## src/rtl/input_debounce_pkg.sv

```systemverilog
// input_debounce_pkg: shared constants and width helper for the debounce block
package input_debounce_pkg;
  localparam int TICK_DIV_DEF = 100000;
  localparam int STABLE_TICKS_DEF = 8;
  localparam int TICK_DIV_SIM = 4;
  localparam int STABLE_TICKS_SIM = 3;
  function automatic int cw(input int n);
    return n < 2 ? 1 : $clog2(n);
  endfunction
endpackage

```

## src/rtl/debounce_cell.sv

```systemverilog
// debounce_cell: two-flop synchroniser, tick-sampled stability counter and optional rising-edge pulse
module debounce_cell
  import input_debounce_pkg::*;
#(
  parameter int STABLE_TICKS = STABLE_TICKS_DEF,
  parameter bit EDGE_PULSE = 1'b1
) (
  input  logic clk,
  input  logic rst,
  input  logic tick,
  input  logic din,
  output logic level,
  output logic pulse
);
  localparam int CW = cw(STABLE_TICKS + 1);
  localparam logic [CW-1:0] LAST = CW'(STABLE_TICKS - 1);
  logic [1:0] sync;
  logic [CW-1:0] cnt;
  always_ff @(posedge clk or posedge rst) begin
    if (rst) begin
      sync  <= '0;
      cnt   <= '0;
      level <= 1'b0;
      pulse <= 1'b0;
    end else begin
      sync  <= {sync[0], din};
      pulse <= 1'b0;
      if (tick) begin
        if (sync[1] == level) cnt <= '0;
        else if (cnt != LAST) cnt <= cnt + 1'b1;
        else begin
          level <= sync[1];
          cnt   <= '0;
          pulse <= EDGE_PULSE && sync[1];
        end
      end
    end
  end
endmodule

```

## src/rtl/input_debounce.sv

```systemverilog
// input_debounce: shared sample-tick generator feeding per-bit debounce cells for buttons and switches
module input_debounce
  import input_debounce_pkg::*;
#(
  parameter int N_BTN = 5,
  parameter int N_SW = 16,
  parameter int TICK_DIV = TICK_DIV_DEF,
  parameter int STABLE_TICKS = STABLE_TICKS_DEF
) (
  input  logic             clk,
  input  logic             rst,
  input  logic [N_BTN-1:0] btn_in,
  input  logic [N_SW-1:0]  sw_in,
  output logic [N_BTN-1:0] btn_level,
  output logic [N_BTN-1:0] btn_pulse,
  output logic [N_SW-1:0]  sw_level,
  output logic             tick
);
  localparam int TW = cw(TICK_DIV);
  localparam logic [TW-1:0] TMAX = TW'(TICK_DIV - 1);
  logic [TW-1:0] tcnt;
  logic [N_SW-1:0] sw_pulse_unused;
  always_ff @(posedge clk or posedge rst) begin
    if (rst) tcnt <= '0;
    else tcnt <= tick ? '0 : tcnt + 1'b1;
  end
  assign tick = tcnt == TMAX;
  for (genvar i = 0; i < N_BTN; i++) begin : g_btn
    debounce_cell #(.STABLE_TICKS(STABLE_TICKS), .EDGE_PULSE(1'b1)) u_cell (
      .clk(clk), .rst(rst), .tick(tick), .din(btn_in[i]),
      .level(btn_level[i]), .pulse(btn_pulse[i])
    );
  end
  for (genvar i = 0; i < N_SW; i++) begin : g_sw
    debounce_cell #(.STABLE_TICKS(STABLE_TICKS), .EDGE_PULSE(1'b0)) u_cell (
      .clk(clk), .rst(rst), .tick(tick), .din(sw_in[i]),
      .level(sw_level[i]), .pulse(sw_pulse_unused[i])
    );
  end
endmodule
```

## config.mk

```make
export PLATFORM = sky130hd
export DESIGN_NAME = input_debounce
export DESIGN_NICKNAME = d
export VERILOG_FILES = /design/src/rtl/input_debounce_pkg.sv /design/src/rtl/debounce_cell.sv /design/src/rtl/input_debounce.sv
export SDC_FILE = /design/constraint.sdc
export NUM_CORES = 1
export LEC_CHECK = 0
export ABC_CLOCK_PERIOD_IN_PS = 8000
export CORE_MARGIN = 2
export CORE_UTILIZATION = 60
export CTS_CLUSTER_SIZE = 20
export DETAILED_ROUTE_END_ITERATION = 8
export GPL_TIMING_DRIVEN = 0
export PLACE_DENSITY = 0.92
export SLEW_MARGIN = 10
export SYNTH_ARGS = -nofsm -noshare
export SYNTH_HDL_FRONTEND = slang
export SYNTH_HIERARCHICAL = 1
export SYNTH_SLANG_ARGS = --single-unit
```

## constraint.sdc

```tcl
create_clock -name clk -period 8 [get_ports clk]
set_input_delay 2.4 -clock clk [delete_from_list [all_inputs] [get_ports clk]]
set_output_delay 2.4 -clock clk [all_outputs]
set_load 0.02 [all_outputs]
```

* Word level (Yosys, flattened, before mapping)
Index checks and enable logic that the tools add are counted.
Storage, ports and cells: output and inout bits 27, input port bits 23, logic and storage cells 255, bits in registers 169
Operators by class: reductions and logical operators 21, bitwise gates (word level) 42, add/sub/neg operators 22, equality and inequality tests 43, mux-type cells 58
Operators by type and width (count):
- 4-bit two-way mux | 42
- 4-bit by 1-bit adder with 4-bit output (second input constant) | 21
- 4-bit by 3-bit inequality test with 1-bit output (second input constant) | 21
- 3-bit AND reduction | 21
- 1-bit inverter | 42
- 1-bit equality test | 21
- 17-bit by 1-bit adder with 17-bit output (second input constant) | 1
- 17-bit equality test (second input constant) | 1
- 17-bit two-way mux | 1
- 1-bit two-way mux | 15

* Logic depth before layout (Yosys ltp)
Gate-level depths: netlist of the first run.
word-level depth 4, mapped depth 8, mapped depth without buffers 7

* Cells and area by module
The synthesis of the first run kept the hierarchy.
By module, submodules not included:
- debounce_cell at g_sw[0].u_cell ... | times used 16, seq. area each 175.2 µm², area an instance 329.1 µm², cells each 29
- debounce_cell at g_btn[0].u_cell ... | times used 5, seq. area each 200.2 µm², area an instance 357.8 µm², cells each 30
- input_debounce | times used 1, seq. area each 425.4 µm², area an instance 825.8 µm², cells each 75

* Least setup slack after synthesis of the first run
OpenSTA, ideal clock, no wires.
path type register -> output, start register tcnt[0], end output port tick, arrival 2555 ps, stages on the path, launching flop included 6, data required time 5600 ps, path buffers 1, setup slack 3045 ps, path through dfrtp_1 ha_1 nand3_1 nor2_1 and4_1 buf_2
Between the ends: word-level cells in the longest chain between the ends 1
Ends and longest elaborated chain:
- from (decl) | RTL line input_debounce.sv:21 | logic [TW-1:0] tcnt;
- from (signal assigned) | RTL line input_debounce.sv:25 | else tcnt <= tick ? '0 : tcnt + 1'b1;
- 17-bit equality test | RTL line input_debounce.sv:27 | assign tick = tcnt == TMAX;
- to (decl) | RTL line input_debounce.sv:17 | output logic tick
No other way between the ends.

* Worst setup path after layout of the first run
Ends and elaborated chain as after synthesis.

==> results of run 1 <==
[registers in the layout (all words and copies together), names as in the netlist]
register and cells:
g_sw.u_cell/cnt 64, tcnt 17, g_sw.u_cell/sync 32, g_btn.u_cell/cnt 20, g_sw.u_cell/level 16, g_btn.u_cell/sync 10
g_btn.u_cell/level 5, g_btn.u_cell/pulse 5
[through the flow]
| step | total power [mW] | instances | worst slack, ps | util (%) | cell area, sq um |
|---|---|---|---|---|---|
| 4_1_cts | 1.81 | 911 | 2500 | 72.2 | 9080 |
| 2_1_floorplan | 0.911 | 657 | 3050 | - | 7700 |
| 3_3_place_gp | 0.929 | 878 | 1680 | 66.9 | 8410 |
| 3_5_place_dp | 0.932 | 879 | 2980 | 67.1 | 8440 |
| 6_report | 1.80 | 911 | 2480 | 72.2 | 9080 |
| 5_1_grt | 1.85 | 911 | 2280 | 72.2 | 9080 |
[final timing paths]
| path | cells past startpoint | endpoint |
|---|---|---|
| min reg2reg | 0 | g_sw[12].u_cell/sync[1] |
| min | 0 | g_sw[12].u_cell/sync[1] |
| max reg2reg | 9 | g_btn[1].u_cell/level |
| min in group asynchronous | 2 | g_sw[1].u_cell/cnt[0] |
| max | 7 | tick |
| max in group asynchronous | 2 | tcnt[14] |
[layout make-up]
class / count / area, sq um
plain buffers: 1 / 11.3
repair buffers: 50 / 518
clock buffers: 21 / 470
fillers: 826 / 3490
clock inverters: 11 / 168
inverters: 66 / 248
well taps: 172 / 215
flip-flops and latches: 169 / 4230
multi-input cells: 421 / 3220
[report_power, final]
part | leakage [nW] | switching (mW) | total [mW] | internal [mW]
sequential | 2.25 | 0.00799 | 0.873 | 0.865
clock | 0.309 | 0.334 | 0.880 | 0.547
combinational | 1.67 | 0.0267 | 0.0428 | 0.0160
[layer usage]
metal	wire length (microns)	share of wire, %
met1	5990	40
met5	0	0
met4	266	1.8
met2	8100	54
met3	573	3.8
[cells in the final DEF (no fill, tap or decap), types with 17 or more instances in the layout]
cell type	instances
a21o_1	21
clkbuf_16	17
clkdlybuf4s50_1	49
dfrtp_1	169
ha_1	22
inv_1	50
mux2_4	21
nand2_1	26
nand3_1	63
nor3_1	21
o21ai_0	36
xnor2_1	48
xor2_1	25
==> impl_metrics.env, run 1 <==
export IMPL_run_status="complete, no violations"
export IMPL_achievable_frequency_mhz=181
export IMPL_die_height_microns=117
export IMPL_irDropWorstVdd_uv=168
export IMPL_critPathArrivalTime_ps=3120
export IMPL_postRouteWirelength_mm=14.9
export IMPL_drtAntennaViolNets=0
export IMPL_timing_critical_path_slowest_stage_cell="clkdlybuf4s50_1"
export IMPL_detailedRoute_firstIterationViolations=465
export IMPL_tritoncts_num_buffers=17
export IMPL_antenna_diode_count=0
export IMPL_routed_wire_length_per_instance_microns=16.4
export IMPL_grt_util_met1_pct=26.5
export IMPL_grt_ovfl_total=0
export IMPL_fraction_of_layout_instances_using_a_drive_strength_above_1_pct=13.5
export IMPL_regToRegSetupSlack_ps=5220
export IMPL_clock_tree_from_tritoncts="yes"
export IMPL_category_of_the_most_critical_setup_path="reg2out"
export IMPL_grt_pass1_vias=5385
export IMPL_critical_path_n_buffers_inverters=3
export IMPL_full_die_area_sq_um=13800
export IMPL_worst_flop_to_flop_path_startpoint="tcnt[0]"
export IMPL_vias_after_detailed_routing=5258
export IMPL_coreArea_sq_um=12600
export IMPL_detail_route_first_pass_iterations=5
export IMPL_detailedPlacementHpwl_mm=9.94
export IMPL_rsz0062_at_grt="false"
export IMPL_slowest_delay_ps=700
export IMPL_clock_tree_htree_level_count=4
export IMPL_floorplan_initialDensity_pct=61.3
export IMPL_syn_avg_cell_area_sq_um=11.7
export IMPL_buffers_inserted_during_post_cts_setup_optimization=0
export IMPL_antenna_found_initial=0
export IMPL_gr_usage_all_layers_pct=23.3
export IMPL_place_port_buffers=49
export IMPL_setup_total_negative_slack_ps=0
export IMPL_leakage_nw=4.23
export IMPL_path_max_fanout=138
export IMPL_period_needed_ps=5520
export IMPL_synth_cells=657
export IMPL_min_delay_path_class="reg2reg"
export IMPL_slew_violations=0
export IMPL_hold_violations=0
export IMPL_total_standard_cell_area_after_synthesis_sq_um=7700
export IMPL_drc=0
export IMPL_hold_path_startpoint="g_sw[12].u_cell/sync[0]"
export IMPL_post_cts_resize_count=0
export IMPL_p_per_area_nw_per_um2=198
export IMPL_clock_sinks=169
export IMPL_worstSetupEndpointType="primary output"
export IMPL_worst_pin_slew_ps=1080
export IMPL_clkLatencyLatePin_ps=430
export IMPL_post_cts_hold_buffer_count=0
export IMPL_num_io_pins=50
export IMPL_area_delta_synth_final_pct=17.9
export IMPL_grt_first_pass_wirelength_mm=24.8
export IMPL_mappedNetlistNets=702
export IMPL_required_ps=5600
export IMPL_grt_busiest_layer="met2"
export IMPL_cts_max_path_buffers=2
export IMPL_groute_layer_met3_usage_pct=5.56
export IMPL_max_cap_viol_count=0
export IMPL_yosys_warnings=6
export IMPL_finalNetCount=771
export IMPL_final_setup_skew_ps=5.53
export IMPL_min_period_over_period_pct=69.0
export IMPL_clock_root_buffer="clkbuf_16"
export IMPL_worst_path_dominant_cell_family="buffers and inverters"
export IMPL_maxSlewHeadroom_pct=27.5
export IMPL_gpl_final_weighted_congestion=0.725
export IMPL_crit_start="tcnt[0]"
export IMPL_path_cells="ha_1 -> nand3_1 -> nor2_1 -> and4_1 -> buf_6 -> buf_16 -> clkdlybuf4s50_1"
export IMPL_maximum_number_of_pins_on_one_net_before_global_route_repair=139
export IMPL_chipWidth_microns=117
export IMPL_worstSetupStartpointType="flip-flop"
export IMPL_drt_vias_per_instance=5.77
export IMPL_cts_clk_slew_worst_paths_ps=60
export IMPL_num_rows=41
export IMPL_fin_worst_hold_slack_ps=344
export IMPL_grtUsageMet2_pct=42.2
export IMPL_final_setup_viol_count=0
(Power assumes the default switching activity.)
==> run 2, diff against run 1 <==
--- a/config.mk
+++ b/config.mk
@@ -5,13 +5,13 @@
 export SDC_FILE = /design/constraint.sdc
 export NUM_CORES = 1
 export LEC_CHECK = 0
-export ABC_CLOCK_PERIOD_IN_PS = 8000
+export ABC_CLOCK_PERIOD_IN_PS = 5400
 export CORE_MARGIN = 2
-export CORE_UTILIZATION = 60
+export CORE_UTILIZATION = 59
 export CTS_CLUSTER_SIZE = 20
 export DETAILED_ROUTE_END_ITERATION = 8
 export GPL_TIMING_DRIVEN = 0
-export PLACE_DENSITY = 0.92
+export PLACE_DENSITY = 0.9
 export SLEW_MARGIN = 10
 export SYNTH_ARGS = -nofsm -noshare
 export SYNTH_HDL_FRONTEND = slang
==> constraint.sdc (replaced) <==
create_clock -name clk -period 5.4 [get_ports clk]
set_input_delay 1.62 -clock clk [delete_from_list [all_inputs] [get_ports clk]]
set_output_delay 1.62 -clock clk [all_outputs]
set_load 0.02 [all_outputs]
==> impl_metrics.env, run 2 (synthesized netlist as in run 1, its figures left out) <==
export IMPL_post_cts_resize_count=0
export IMPL_postRouteWirelength_mm=14.1
export IMPL_clock_tree_htree_level_count=4
export IMPL_clkLatencyLatePin_ps=420
export IMPL_maxSlewHeadroom_pct=28.9
export IMPL_antenna_found_initial=0
export IMPL_final_setup_skew_ps=9.07
export IMPL_detailedRoute_firstIterationViolations=420
export IMPL_cts_max_path_buffers=2
export IMPL_hold_violations=0
export IMPL_final_setup_viol_count=0
export IMPL_slew_violations=0
export IMPL_floorplan_initialDensity_pct=60.8
export IMPL_largest_registers="g_sw.u_cell/cnt x64, g_sw.u_cell/sync x32, g_btn.u_cell/cnt x20"
export IMPL_worstSetupStartpointType="flip-flop"
export IMPL_slowest_delay_ps=690
export IMPL_period_needed_ps=4770
export IMPL_drc=0
export IMPL_largest_reg_flops=64
export IMPL_clock_tree_from_tritoncts="yes"
export IMPL_regMostFlops="g_sw.u_cell/cnt"
export IMPL_achievable_frequency_mhz=210
export IMPL_grt_pass1_vias=5353
export IMPL_final_fill_count=857
export IMPL_clock_root_buffer="clkbuf_16"
export IMPL_instances_no_fill=906
export IMPL_worst_pin_slew_ps=1060
export IMPL_critPathArrivalTime_ps=3150
export IMPL_chipWidth_microns=118
export IMPL_finish_utilization_pct=71.0
export IMPL_clock_sinks=169
export IMPL_cts_clk_slew_worst_paths_ps=60
export IMPL_setup_total_negative_slack_ps=0
export IMPL_worst_path_dominant_cell_family="buffers and inverters"
export IMPL_category_of_the_most_critical_setup_path="reg2out"
export IMPL_grt_first_pass_wirelength_mm=24.3
export IMPL_area_delta_synth_final_pct=16.8
export IMPL_die_height_microns=118
export IMPL_p_per_area_nw_per_um2=279
export IMPL_buffers_inserted_during_post_cts_setup_optimization=0
export IMPL_rsz0062_at_grt="false"
export IMPL_critical_path_n_buffers_inverters=3
export IMPL_min_period_over_period_pct=88.3
export IMPL_coreArea_sq_um=12700
export IMPL_antenna_diode_count=0
export IMPL_path_max_fanout=130
export IMPL_irDropWorstVdd_uv=337
export IMPL_vias_after_detailed_routing=5094
export IMPL_tritoncts_num_buffers=17
export IMPL_detail_route_first_pass_iterations=5
export IMPL_gr_usage_all_layers_pct=21.5
export IMPL_layout_cells_most_common_list="dfrtp_1, nand3_1, inv_1"
export IMPL_timing_critical_path_slowest_stage_cell="clkdlybuf4s50_1"
export IMPL_fraction_of_layout_instances_using_a_drive_strength_above_1_pct=13.1
export IMPL_path_cells="ha_1 -> nand3_1 -> nor2_1 -> and4_1 -> buf_6 -> buf_16 -> clkdlybuf4s50_1"
export IMPL_max_cap_viol_count=0
export IMPL_gpl_final_weighted_congestion=0.796
export IMPL_dp_cells=879
export IMPL_run_status="complete, no violations"
export IMPL_leakage_nw=4.19
export IMPL_finalNetCount=771
export IMPL_num_io_pins=50
export IMPL_worstSetupEndpointType="primary output"
export IMPL_routed_wire_length_per_instance_microns=15.6
export IMPL_num_rows=41
export IMPL_maximum_number_of_pins_on_one_net_before_global_route_repair=131
export IMPL_drt_vias_per_instance=5.62
export IMPL_drtAntennaViolNets=0
export IMPL_fin_worst_hold_slack_ps=347
export IMPL_detailedPlacementHpwl_mm=9.66
export IMPL_full_die_area_sq_um=14000
export IMPL_grt_ovfl_total=0
export IMPL_post_cts_hold_buffer_count=0
export IMPL_regToRegSetupSlack_ps=2590
export IMPL_min_delay_path_class="reg2reg"
export IMPL_most_common_cell_after_layout_fill_and_taps_aside="dfrtp_1"
export IMPL_required_ps=3780
export IMPL_place_port_buffers=49
## run 2: changes by cell type in the layout (fill, tap and decap cells not counted)
cell	previous run	this run
inv_6	1	0
bufinv_16	4	2
clkinv_2	3	2
clkbuf_8	3	2
clkbuf_1	1	0
clkinvlp_4	2	3
## run 2: final cells by class
type	count	area [sq um]	share of cell area, %
Buffer	1	11.3	0.125
Clock buffer	19	453	5.04
Clock inverter	8	101	1.13
Inverter	66	248	2.75
Multi-Input combinational cell	421	3220	35.8
Sequential cell	169	4230	47.0
Tap cell	172	215	2.39
Timing Repair Buffer	50	518	5.76
## run 2: worst register-to-register path: stages, from the launching register on
cell     delay [ps]
dfrtp_1         410
ha_1            240
nand3_1         140
nor2_1          190
and4_1          230
buf_6           340
buf_16          420
and2b_1         310
nand3_2         110
mux2_4          320
## run 2: where the power goes
part	internal (mW)	switching, mW
clock network	0.690	0.459
logic	0.0237	0.0389
registers	1.28	0.0117
## run 2: worst paths after layout
kind / startpoint / to / cells past startpoint
max reg2reg: tcnt[0] / g_btn[1].u_cell/level / 9
min in group asynchronous: rst / g_sw[12].u_cell/level / 2
min: g_btn[3].u_cell/sync[0] / g_btn[3].u_cell/sync[1] / 0
max in group asynchronous: rst / tcnt[15] / 2
min reg2reg: g_btn[3].u_cell/sync[0] / g_btn[3].u_cell/sync[1] / 0
max: tcnt[0] / tick / 7
## run 2: routing by layer
layer / vias up / track usage [%] / wire, microns
met5: - / 0 / 0
met4: 0 / 7.15 / 150
met3: 18 / 5.84 / 528
met2: 116 / 37.6 / 7390
met1: 2508 / 25.7 / 6080
li1: 2452 / - / -
## run 2: stage by stage
| stage | total power, mW | worst slack [ps] | cell area (sq um) |
|---|---|---|---|
| floorplan | 1.35 | 1230 | 7700 |
| global placement | 1.38 | -130 | 8410 |
| detailed placement | 1.38 | 1140 | 8440 |
| CTS | 2.53 | 671 | 8990 |
| global route | 2.60 | 450 | 8990 |
| finish | 2.51 | 632 | 8990 |
